===== src/rtl/dm_sbus_ctrl.sv =====
// dm_sbus_ctrl: Debug Module system bus manager.
// Owns sbcs (0x38), sbaddress0 (0x39) and sbdata0 (0x3c). Each qualifying
// debugger register access starts one single-beat system bus access.
// Optional feature macro: SBUS_TIMEOUT_EN. When it is defined, an access that
// sees no sb_ack within TIMEOUT_CYCLES is abandoned with sberror=1.
module dm_sbus_ctrl #(
    parameter int ADDR_W         = 32,
    parameter int TIMEOUT_CYCLES = 255
) (
    input  logic              clk,
    input  logic              nrst,
    input  logic              dmi_valid,
    input  logic              dmi_write,
    input  logic [7:0]        dmi_addr,
    input  logic [31:0]       dmi_wdata,
    output logic [31:0]       dmi_rdata,
    output logic              dmi_rvalid,
    output logic              sb_req,
    output logic              sb_we,
    output logic [ADDR_W-1:0] sb_addr,
    output logic [31:0]       sb_wdata,
    output logic [3:0]        sb_be,
    input  logic              sb_ack,
    input  logic              sb_err,
    input  logic [31:0]       sb_rdata
);

    // DM register addresses handled here
    localparam logic [7:0] ADDR_SBCS  = 8'h38;
    localparam logic [7:0] ADDR_SBADR = 8'h39;
    localparam logic [7:0] ADDR_SBDAT = 8'h3c;

    // sbaccess encodings
    localparam logic [2:0] SBACCESS_8  = 3'd0;
    localparam logic [2:0] SBACCESS_16 = 3'd1;
    localparam logic [2:0] SBACCESS_32 = 3'd2;

    // sberror encodings
    localparam logic [2:0] SBERR_NONE    = 3'd0;
    localparam logic [2:0] SBERR_BADADDR = 3'd2;
    localparam logic [2:0] SBERR_ALIGN   = 3'd3;
    localparam logic [2:0] SBERR_SIZE    = 3'd4;

`ifdef SBUS_TIMEOUT_EN
    localparam logic [2:0] SBERR_TIMEOUT = 3'd1;
    localparam int TO_W = ($clog2(TIMEOUT_CYCLES + 1) > 8) ? $clog2(TIMEOUT_CYCLES + 1) : 8;
    localparam logic [TO_W-1:0] TO_LAST = TO_W'(TIMEOUT_CYCLES - 1);
`else
    // Timeout is compiled out; keep the parameter referenced.
    logic unused_timeout_cfg;
    assign unused_timeout_cfg = ^TIMEOUT_CYCLES;
`endif

    typedef enum logic [1:0] {
        ST_IDLE = 2'd0,
        ST_REQ  = 2'd1,
        ST_DONE = 2'd2
    } state_t;

    state_t             state_q, state_d;
    logic [ADDR_W-1:0]  sbaddress0_q, sbaddress0_d;
    logic [31:0]        sbdata0_q, sbdata0_d;
    logic [2:0]         access_q, access_d;
    logic               readonaddr_q, readonaddr_d;
    logic               readondata_q, readondata_d;
    logic               autoinc_q, autoinc_d;
    logic [2:0]         error_q, error_d;
    logic               busyerror_q, busyerror_d;
    logic               sb_we_q, sb_we_d;
    logic [ADDR_W-1:0]  sb_addr_q, sb_addr_d;
    logic [31:0]        sb_wdata_q, sb_wdata_d;
    logic [3:0]         sb_be_q, sb_be_d;
    logic [2:0]         acc_q, acc_d;
    logic [1:0]         lane_q, lane_d;
    logic [31:0]        rdata_cap_q, rdata_cap_d;
    logic               err_cap_q, err_cap_d;
    logic [31:0]        dmi_rdata_q, dmi_rdata_d;
    logic               dmi_rvalid_q, dmi_rvalid_d;
`ifdef SBUS_TIMEOUT_EN
    logic [TO_W-1:0]    to_cnt_q, to_cnt_d;
`endif

    // Access decode
    logic              hit_sbcs, hit_adr, hit_dat;
    logic              wr_sbcs, wr_adr, wr_dat, rd_dat, rd_any;
    logic              busy, busy_viol, start_ok, trigger;
    logic              size_err, align_err;
    logic [ADDR_W-1:0] trig_addr;
    logic [3:0]        trig_be;
    logic [31:0]       trig_wdata;
    logic [31:0]       sbcs_rdata;
    logic [31:0]       rd_shift, rd_extract;

    assign hit_sbcs = dmi_valid && (dmi_addr == ADDR_SBCS);
    assign hit_adr  = dmi_valid && (dmi_addr == ADDR_SBADR);
    assign hit_dat  = dmi_valid && (dmi_addr == ADDR_SBDAT);
    assign wr_sbcs  = hit_sbcs && dmi_write;
    assign wr_adr   = hit_adr && dmi_write;
    assign wr_dat   = hit_dat && dmi_write;
    assign rd_dat   = hit_dat && !dmi_write;
    assign rd_any   = (hit_sbcs || hit_adr || hit_dat) && !dmi_write;

    // DONE still counts as busy so its register updates cannot be clobbered
    assign busy      = (state_q != ST_IDLE);
    assign busy_viol = busy && (wr_adr || wr_dat || rd_dat);
    assign start_ok  = !busyerror_q && (error_q == SBERR_NONE);
    assign trigger   = !busy && start_ok &&
                       ((wr_adr && readonaddr_q) || wr_dat || (rd_dat && readondata_q));

    // A write to sbaddress0 launches with the new address; others use the stored one
    assign trig_addr = wr_adr ? ADDR_W'(dmi_wdata) : sbaddress0_q;
    assign size_err  = (access_q > SBACCESS_32);
    assign align_err = ((access_q == SBACCESS_16) && trig_addr[0]) ||
                       ((access_q == SBACCESS_32) && (trig_addr[1:0] != 2'b00));
    assign trig_wdata = dmi_wdata << {trig_addr[1:0], 3'b000};

    // Per-lane byte enable from access size and low address bits
    genvar gi;
    generate
        for (gi = 0; gi < 4; gi++) begin : g_lane
            localparam logic [1:0] LANE = 2'(gi);
            assign trig_be[gi] = (access_q == SBACCESS_32) ||
                                 ((access_q == SBACCESS_16) && (LANE[1] == trig_addr[1])) ||
                                 ((access_q == SBACCESS_8) && (LANE == trig_addr[1:0]));
        end
    endgenerate

    assign sbcs_rdata = {3'd1, 6'd0, busyerror_q, busy, readonaddr_q, access_q,
                         autoinc_q, readondata_q, error_q, 7'(ADDR_W), 5'b00111};

    // Move the addressed lane down to bit 0 and zero-extend by access size
    assign rd_shift = rdata_cap_q >> {lane_q, 3'b000};
    always_comb begin
        case (acc_q)
            SBACCESS_8:  rd_extract = {24'd0, rd_shift[7:0]};
            SBACCESS_16: rd_extract = {16'd0, rd_shift[15:0]};
            default:     rd_extract = rd_shift;
        endcase
    end

    // Register updates, DMI read response and access sequencing FSM
    always_comb begin
        state_d      = state_q;
        sbaddress0_d = sbaddress0_q;
        sbdata0_d    = sbdata0_q;
        access_d     = access_q;
        readonaddr_d = readonaddr_q;
        readondata_d = readondata_q;
        autoinc_d    = autoinc_q;
        error_d      = error_q;
        busyerror_d  = busyerror_q;
        sb_we_d      = sb_we_q;
        sb_addr_d    = sb_addr_q;
        sb_wdata_d   = sb_wdata_q;
        sb_be_d      = sb_be_q;
        acc_d        = acc_q;
        lane_d       = lane_q;
        rdata_cap_d  = rdata_cap_q;
        err_cap_d    = err_cap_q;
        dmi_rdata_d  = dmi_rdata_q;
        dmi_rvalid_d = 1'b0;
`ifdef SBUS_TIMEOUT_EN
        to_cnt_d     = to_cnt_q;
`endif

        // Read data reflects register state before this cycle's updates
        if (rd_any) begin
            dmi_rvalid_d = 1'b1;
            if (hit_sbcs)     dmi_rdata_d = sbcs_rdata;
            else if (hit_adr) dmi_rdata_d = 32'(sbaddress0_q);
            else              dmi_rdata_d = sbdata0_q;
        end

        if (wr_sbcs) begin
            readonaddr_d = dmi_wdata[20];
            access_d     = dmi_wdata[19:17];
            autoinc_d    = dmi_wdata[16];
            readondata_d = dmi_wdata[15];
            busyerror_d  = busyerror_q & ~dmi_wdata[22];
            error_d      = error_q & ~dmi_wdata[14:12];
        end

        if (busy_viol) begin
            busyerror_d = 1'b1;
        end

        if (!busy) begin
            if (wr_adr) sbaddress0_d = ADDR_W'(dmi_wdata);
            if (wr_dat) sbdata0_d    = dmi_wdata;
        end

        case (state_q)
            ST_IDLE: begin
                if (trigger) begin
                    if (size_err) begin
                        error_d = SBERR_SIZE;
                    end else if (align_err) begin
                        error_d = SBERR_ALIGN;
                    end else begin
                        state_d    = ST_REQ;
                        sb_we_d    = wr_dat;
                        sb_addr_d  = {trig_addr[ADDR_W-1:2], 2'b00};
                        sb_be_d    = trig_be;
                        sb_wdata_d = wr_dat ? trig_wdata : 32'd0;
                        acc_d      = access_q;
                        lane_d     = trig_addr[1:0];
`ifdef SBUS_TIMEOUT_EN
                        to_cnt_d   = '0;
`endif
                    end
                end
            end
            ST_REQ: begin
                if (sb_ack) begin
                    state_d     = ST_DONE;
                    rdata_cap_d = sb_rdata;
                    err_cap_d   = sb_err;
`ifdef SBUS_TIMEOUT_EN
                end else if (to_cnt_q == TO_LAST) begin
                    state_d = ST_IDLE;
                    error_d = SBERR_TIMEOUT;
                end else begin
                    to_cnt_d = to_cnt_q + 1'b1;
`endif
                end
            end
            ST_DONE: begin
                // Error set overrides a same-cycle W1C of sbcs
                state_d = ST_IDLE;
                if (err_cap_q) begin
                    error_d = SBERR_BADADDR;
                end else begin
                    if (!sb_we_q) sbdata0_d = rd_extract;
                    if (autoinc_q) sbaddress0_d = sbaddress0_q + (ADDR_W'(1) << acc_q);
                end
            end
            default: state_d = ST_IDLE;
        endcase
    end

    // State registers with synchronous active-low reset
    always_ff @(posedge clk) begin
        if (!nrst) begin
            state_q      <= ST_IDLE;
            sbaddress0_q <= '0;
            sbdata0_q    <= '0;
            access_q     <= SBACCESS_32;
            readonaddr_q <= 1'b0;
            readondata_q <= 1'b0;
            autoinc_q    <= 1'b0;
            error_q      <= SBERR_NONE;
            busyerror_q  <= 1'b0;
            sb_we_q      <= 1'b0;
            sb_addr_q    <= '0;
            sb_wdata_q   <= '0;
            sb_be_q      <= '0;
            acc_q        <= SBACCESS_32;
            lane_q       <= '0;
            rdata_cap_q  <= '0;
            err_cap_q    <= 1'b0;
            dmi_rdata_q  <= '0;
            dmi_rvalid_q <= 1'b0;
`ifdef SBUS_TIMEOUT_EN
            to_cnt_q     <= '0;
`endif
        end else begin
            state_q      <= state_d;
            sbaddress0_q <= sbaddress0_d;
            sbdata0_q    <= sbdata0_d;
            access_q     <= access_d;
            readonaddr_q <= readonaddr_d;
            readondata_q <= readondata_d;
            autoinc_q    <= autoinc_d;
            error_q      <= error_d;
            busyerror_q  <= busyerror_d;
            sb_we_q      <= sb_we_d;
            sb_addr_q    <= sb_addr_d;
            sb_wdata_q   <= sb_wdata_d;
            sb_be_q      <= sb_be_d;
            acc_q        <= acc_d;
            lane_q       <= lane_d;
            rdata_cap_q  <= rdata_cap_d;
            err_cap_q    <= err_cap_d;
            dmi_rdata_q  <= dmi_rdata_d;
            dmi_rvalid_q <= dmi_rvalid_d;
`ifdef SBUS_TIMEOUT_EN
            to_cnt_q     <= to_cnt_d;
`endif
        end
    end

    assign sb_req     = (state_q == ST_REQ);
    assign sb_we      = sb_we_q;
    assign sb_addr    = sb_addr_q;
    assign sb_wdata   = sb_wdata_q;
    assign sb_be      = sb_be_q;
    assign dmi_rdata  = dmi_rdata_q;
    assign dmi_rvalid = dmi_rvalid_q;

endmodule

===== config.mk =====
export PLATFORM = sky130hd
export DESIGN_NAME = dm_sbus_ctrl
export DESIGN_NICKNAME = d
export VERILOG_FILES = /design/src/rtl/dm_sbus_ctrl.sv
export SDC_FILE = /design/constraint.sdc
export NUM_CORES = 1
export LEC_CHECK = 0
export BUFFER_PORTS_ARGS = -buffer_cell sky130_fd_sc_hd__buf_2
export CAP_MARGIN = 0
export CORE_ASPECT_RATIO = 0.6
export CORE_MARGIN = 4
export CORE_UTILIZATION = 45
export CTS_CLUSTER_DIAMETER = 150
export DETAILED_ROUTE_END_ITERATION = 8
export HOLD_SLACK_MARGIN = 0.15
export PLACE_DENSITY_LB_ADDON = 0.3
export REMOVE_ABC_BUFFERS = 1
export SYNTH_ARGS = -nofsm -noshare
export SYNTH_HDL_FRONTEND = slang
export SYNTH_SLANG_ARGS = --single-unit

===== constraint.sdc =====
create_clock -name clk -period 7.05 [get_ports clk]
set_input_delay 1.0575 -clock clk [delete_from_list [all_inputs] [get_ports clk]]
set_output_delay 1.0575 -clock clk [all_outputs]
set_load 0.03 [all_outputs]

==> flow_metrics.py <==
metrics = {
    "floorplanning": {
        "initial_core_util_pct": 45.8,
        "placementRows": 43,
        "placeableCoreArea_sq_um": 23100,
        "floorplan.die_area_sq_um": 26100,
        "io_pins": 181,
        "die_x_microns": 206,
        "floorplan.die.height_microns": 127,
    },
    "drt": {
        "drt_iter0_markers": 1099,
        "drt-pass1-iter-count": 5,
        "ant_nets": 0,
        "dr_total_vias": 10567,
        "wl_per_cell_microns": 20.9,
        "avgViaCountPerCell": 6.02,
        "postRouteWirelength_microns": 36600,
        "post-route-drc-count": 0,
    },
    "clocking": {
        "path_clk_slew_ps": 70,
        "ctsHoldBuffers": 0,
        "insertion_delay_ps": 500,
        "cts_sinks": 214,
        "clk_path_buf_depth": 3,
        "ctsRootBufferMaster": "clkbuf_16",
        "cts_made_buffers": 21,
        "clock_tree.htree_level_count": 1,
        "cts_tree": "yes",
        "cts-resized-gates": 0,
        "cts.repair_timing.setup_buffer_count": 0,
    },
    "power_and_ir_drop": {
        "p_per_area_nw_per_um2": 205,
        "netSwitchingFraction_pct": 22.3,
        "power.combinational.fraction_pct": 4.1,
        "p_leak_uw": 0.00458,
        "seq_power_share_pct": 48.1,
        "power_switching_uw": 561,
        "finalPower_uw": 2520,
        "internal_power_uw": 1960,
        "worst_ir_drop_vdd_v": 0.000133,
        "clock_power_share_pct": 47.8,
    },
    "critical_path": {
        "critical_path.max_fanout": 39,
        "reg2reg_from": "acc_q[1]",
        "crit_required_ps": 7440,
        "endpoint_kind": "register",
        "arrival_ps": 4490,
        "critPathLaunch": "dmi_addr[0]",
        "r2r_slack_ps": 3690,
        "reg2reg_to": "sbaddress0_q[18]",
        "crit_type": "input port to register",
        "worst_r2r_path_depth": 11,
        "cp_startpoint_kind": "input port",
    },
    "placed_design": {
        "dp.final_hpwl_microns": 26100,
        "placement.cell_area_sq_um": 11500,
        "port-buffer-count": 178,
        "placed_cells_incl_taps": 1719,
        "place_congestion": 0.939,
    },
    "run_status": {
        "result_of_the_run": "finished, final reports clean",
    },
    "timing": {
        "grt_setup_unrepaired": "no",
        "achievable-frequency_mhz": 244,
        "setup_viols_final": 0,
        "finalClockSkew_ps": 13.6,
        "fin_crit_ps": 4110,
        "number_of_pins_exceeding_their_max_slew_limit_in_the_final_report": 0,
        "slew-limit-headroom_pct": 11.5,
        "number_of_hold_violations_in_the_final_report": 0,
        "setup_tns_ps": 0,
        "worst_slew_pin_slew_ps": 1300,
        "finalCritPeriodShare_pct": 58.2,
    },
    "hold_path": {
        "hold_path_startpoint": "dmi_rdata[29]",
        "timing.hold.worst_endpoint": "dmi_rdata[29]",
        "whs_path_depth": 2,
        "min_path_type": "register to register",
    },
    "finish": {
        "finish.net_count": 1514,
        "num-fill-cells": 2240,
        "mostFrequentLayoutCell": "nand2_1",
        "final_cell_area_sq_um": 12300,
        "layout.cells.non_filler": 1756,
        "area.sequential_sq_um": 4280,
        "layout-drive-gt1-share_pct": 17.7,
        "area_added_between_synthesis_and_finish_pct": 16.0,
        "antenna-diode-count": 0,
        "final_cell_mix": "246 x nand2_1, 214 x dfxtp_1, 178 x buf_2, 146 x nor2_1, 122 x a21oi_1",
        "multiInputGateArea_sq_um": 5820,
    },
    "grt": {
        "grt_start_max_net_pins": 80,
        "grt_pass1_wl_microns": 55600,
        "grt_usage_pct": 26.8,
        "antenna_found_initial": 0,
        "first_global_vias": 9544,
        "grt.overflow.total": 0,
    },
    "logic_synthesis": {
        "mappedNetlistArea_sq_um": 10600,
        "synth_sequential_area_ratio_pct": 40.4,
        "ys.warnings.count": 0,
        "synth-edff-count": 0,
        "synth-seq-cells": 214,
        "postSynthCellCount": 1329,
        "netlist-cell-type-count": 68,
        "syn_avg_cell_area_sq_um": 7.97,
        "async_flop_share_pct": 0,
        "yosys_most_used_dff": "dfxtp_1",
    },
    "flow_run": {
        "cap_violations": 0,
    },
}
==> cells in the mapped netlist, types with 2 or more instances <==
library cell	count	area [sq um]
a2111o_1	2	22.5
a211o_1	15	131
a211oi_1	16	120
a21o_1	2	15.0
a21oi_1	123	616
a22o_1	11	96.3
a2bb2oi_1	3	26.3
a311oi_1	52	455
a31o_2	2	17.5
a31oi_1	10	62.6
a32oi_1	5	43.8
and2_1	9	56.3
and3_1	18	113
buf_1	6	22.5
buf_2	13	65.1
buf_4	3	22.5
clkbuf_1	97	364
dfxtp_1	214	4280
ha_1	8	100
inv_1	12	45.0
mux2_2	10	113
mux2i_1	78	781
nand2_1	246	923
nand2b_1	6	37.5
nand3_1	38	190
nand3b_1	6	45.0
nand4_1	14	87.6
nand4b_1	2	17.5
nor2_1	146	548
nor2b_1	14	87.6
nor3_1	12	60.1
nor3b_1	4	30.0
nor4_1	12	75.1
o211a_1	2	20.0
o211ai_1	24	180
o21a_1	2	15.0
o21ai_0	33	165
o22a_1	16	140
o31a_1	4	35.0
or2_2	2	12.5
or3_1	5	31.3
xnor2_1	6	52.6
==> cells by family after synthesis <==
logic type	after synthesis	synth area share, %
fa+ha+maj	10	1.23
mux	88	8.43
buf+inv	131	4.90
compound gates	336	21.8
xor+xnor	6	0.496
flops	214	40.4
simple gates	543	22.6
other cells	1	0.0354
==> worst max-delay path by stage <==
| stage | to | cells after the start | slack [ps] |
|---|---|---|---|
| after floorplan | sb_wdata[23] | 6 | 1390 |
| after global placement | sb_wdata[23] | 8 | 2680 |
| after detailed placement | sb_wdata[23] | 8 | 2550 |
| after global routing | sb_wdata[14] | 7 | 2710 |
| final | sb_wdata[20] | 8 | 2940 |
| after CTS | sb_wdata[23] | 8 | 3050 |
==> power by group through the flow <==
stage          logic (uW)  registers, uW  clock network (uW)
3_5_place_dp          100           1240                   0
3_3_place_gp         99.6           1240                   0
5_1_grt               109           1210                1260
2_1_floorplan        30.4           1240                   0
6_report              104           1210                1200
4_1_cts               101           1210                1210
==> state kept, by name (all words and copies together), names as in the netlist, 2 cells and up <==
name and cells:
sb_be 4, sbdata0_q 32, access_q 3, acc_q 3, sb_wdata 32, rdata_cap_q 32
state_q 2, sbaddress0_q 32, dmi_rdata 32, lane_q 2, sb_addr 30, error_q 3
==> cell type report <==
| cell class | count | share of cell area [%] |
|---|---|---|
| clock buffers | 28 | 4.98 |
| multi-input cells | 985 | 47.4 |
| flip-flops and latches | 214 | 34.9 |
| clock inverters | 9 | 1.02 |
| well taps | 315 | 3.21 |
| inverters | 12 | 0.387 |
| repair buffers | 193 | 8.17 |
==> metrics by stage <==
| step | hold WS, ps | utilization [%] | setup slack [ps] |
|---|---|---|---|
| final | 449 | 53.1 | 2940 |
| after global routing | 470 | 53.1 | 2710 |
| after CTS | 452 | 53.1 | 3050 |
| after detailed placement | 439 | 49.9 | 2550 |
| after global placement | 434 | 49.9 | 2680 |
| after floorplan | 432 | - | 1390 |
==> critical path, stage by stage <==
cell,delay (ps)
buf_2,700
nand2_1,240
nor3_2,170
buf_4,470
mux2i_2,1120
mux2i_1,360
nor4_1,90
a211o_1,260
==> per-layer routing <==
layer | track usage (%) | wire length (microns) | up-vias
met5 | 0 | 0 | -
met4 | 5.71 | 913 | 0
met3 | 7.28 | 4170 | 70
met2 | 37.3 | 14700 | 519
met1 | 41.1 | 16900 | 5027
li1 | - | - | 4951
Power figures use the tool's default switching activity.
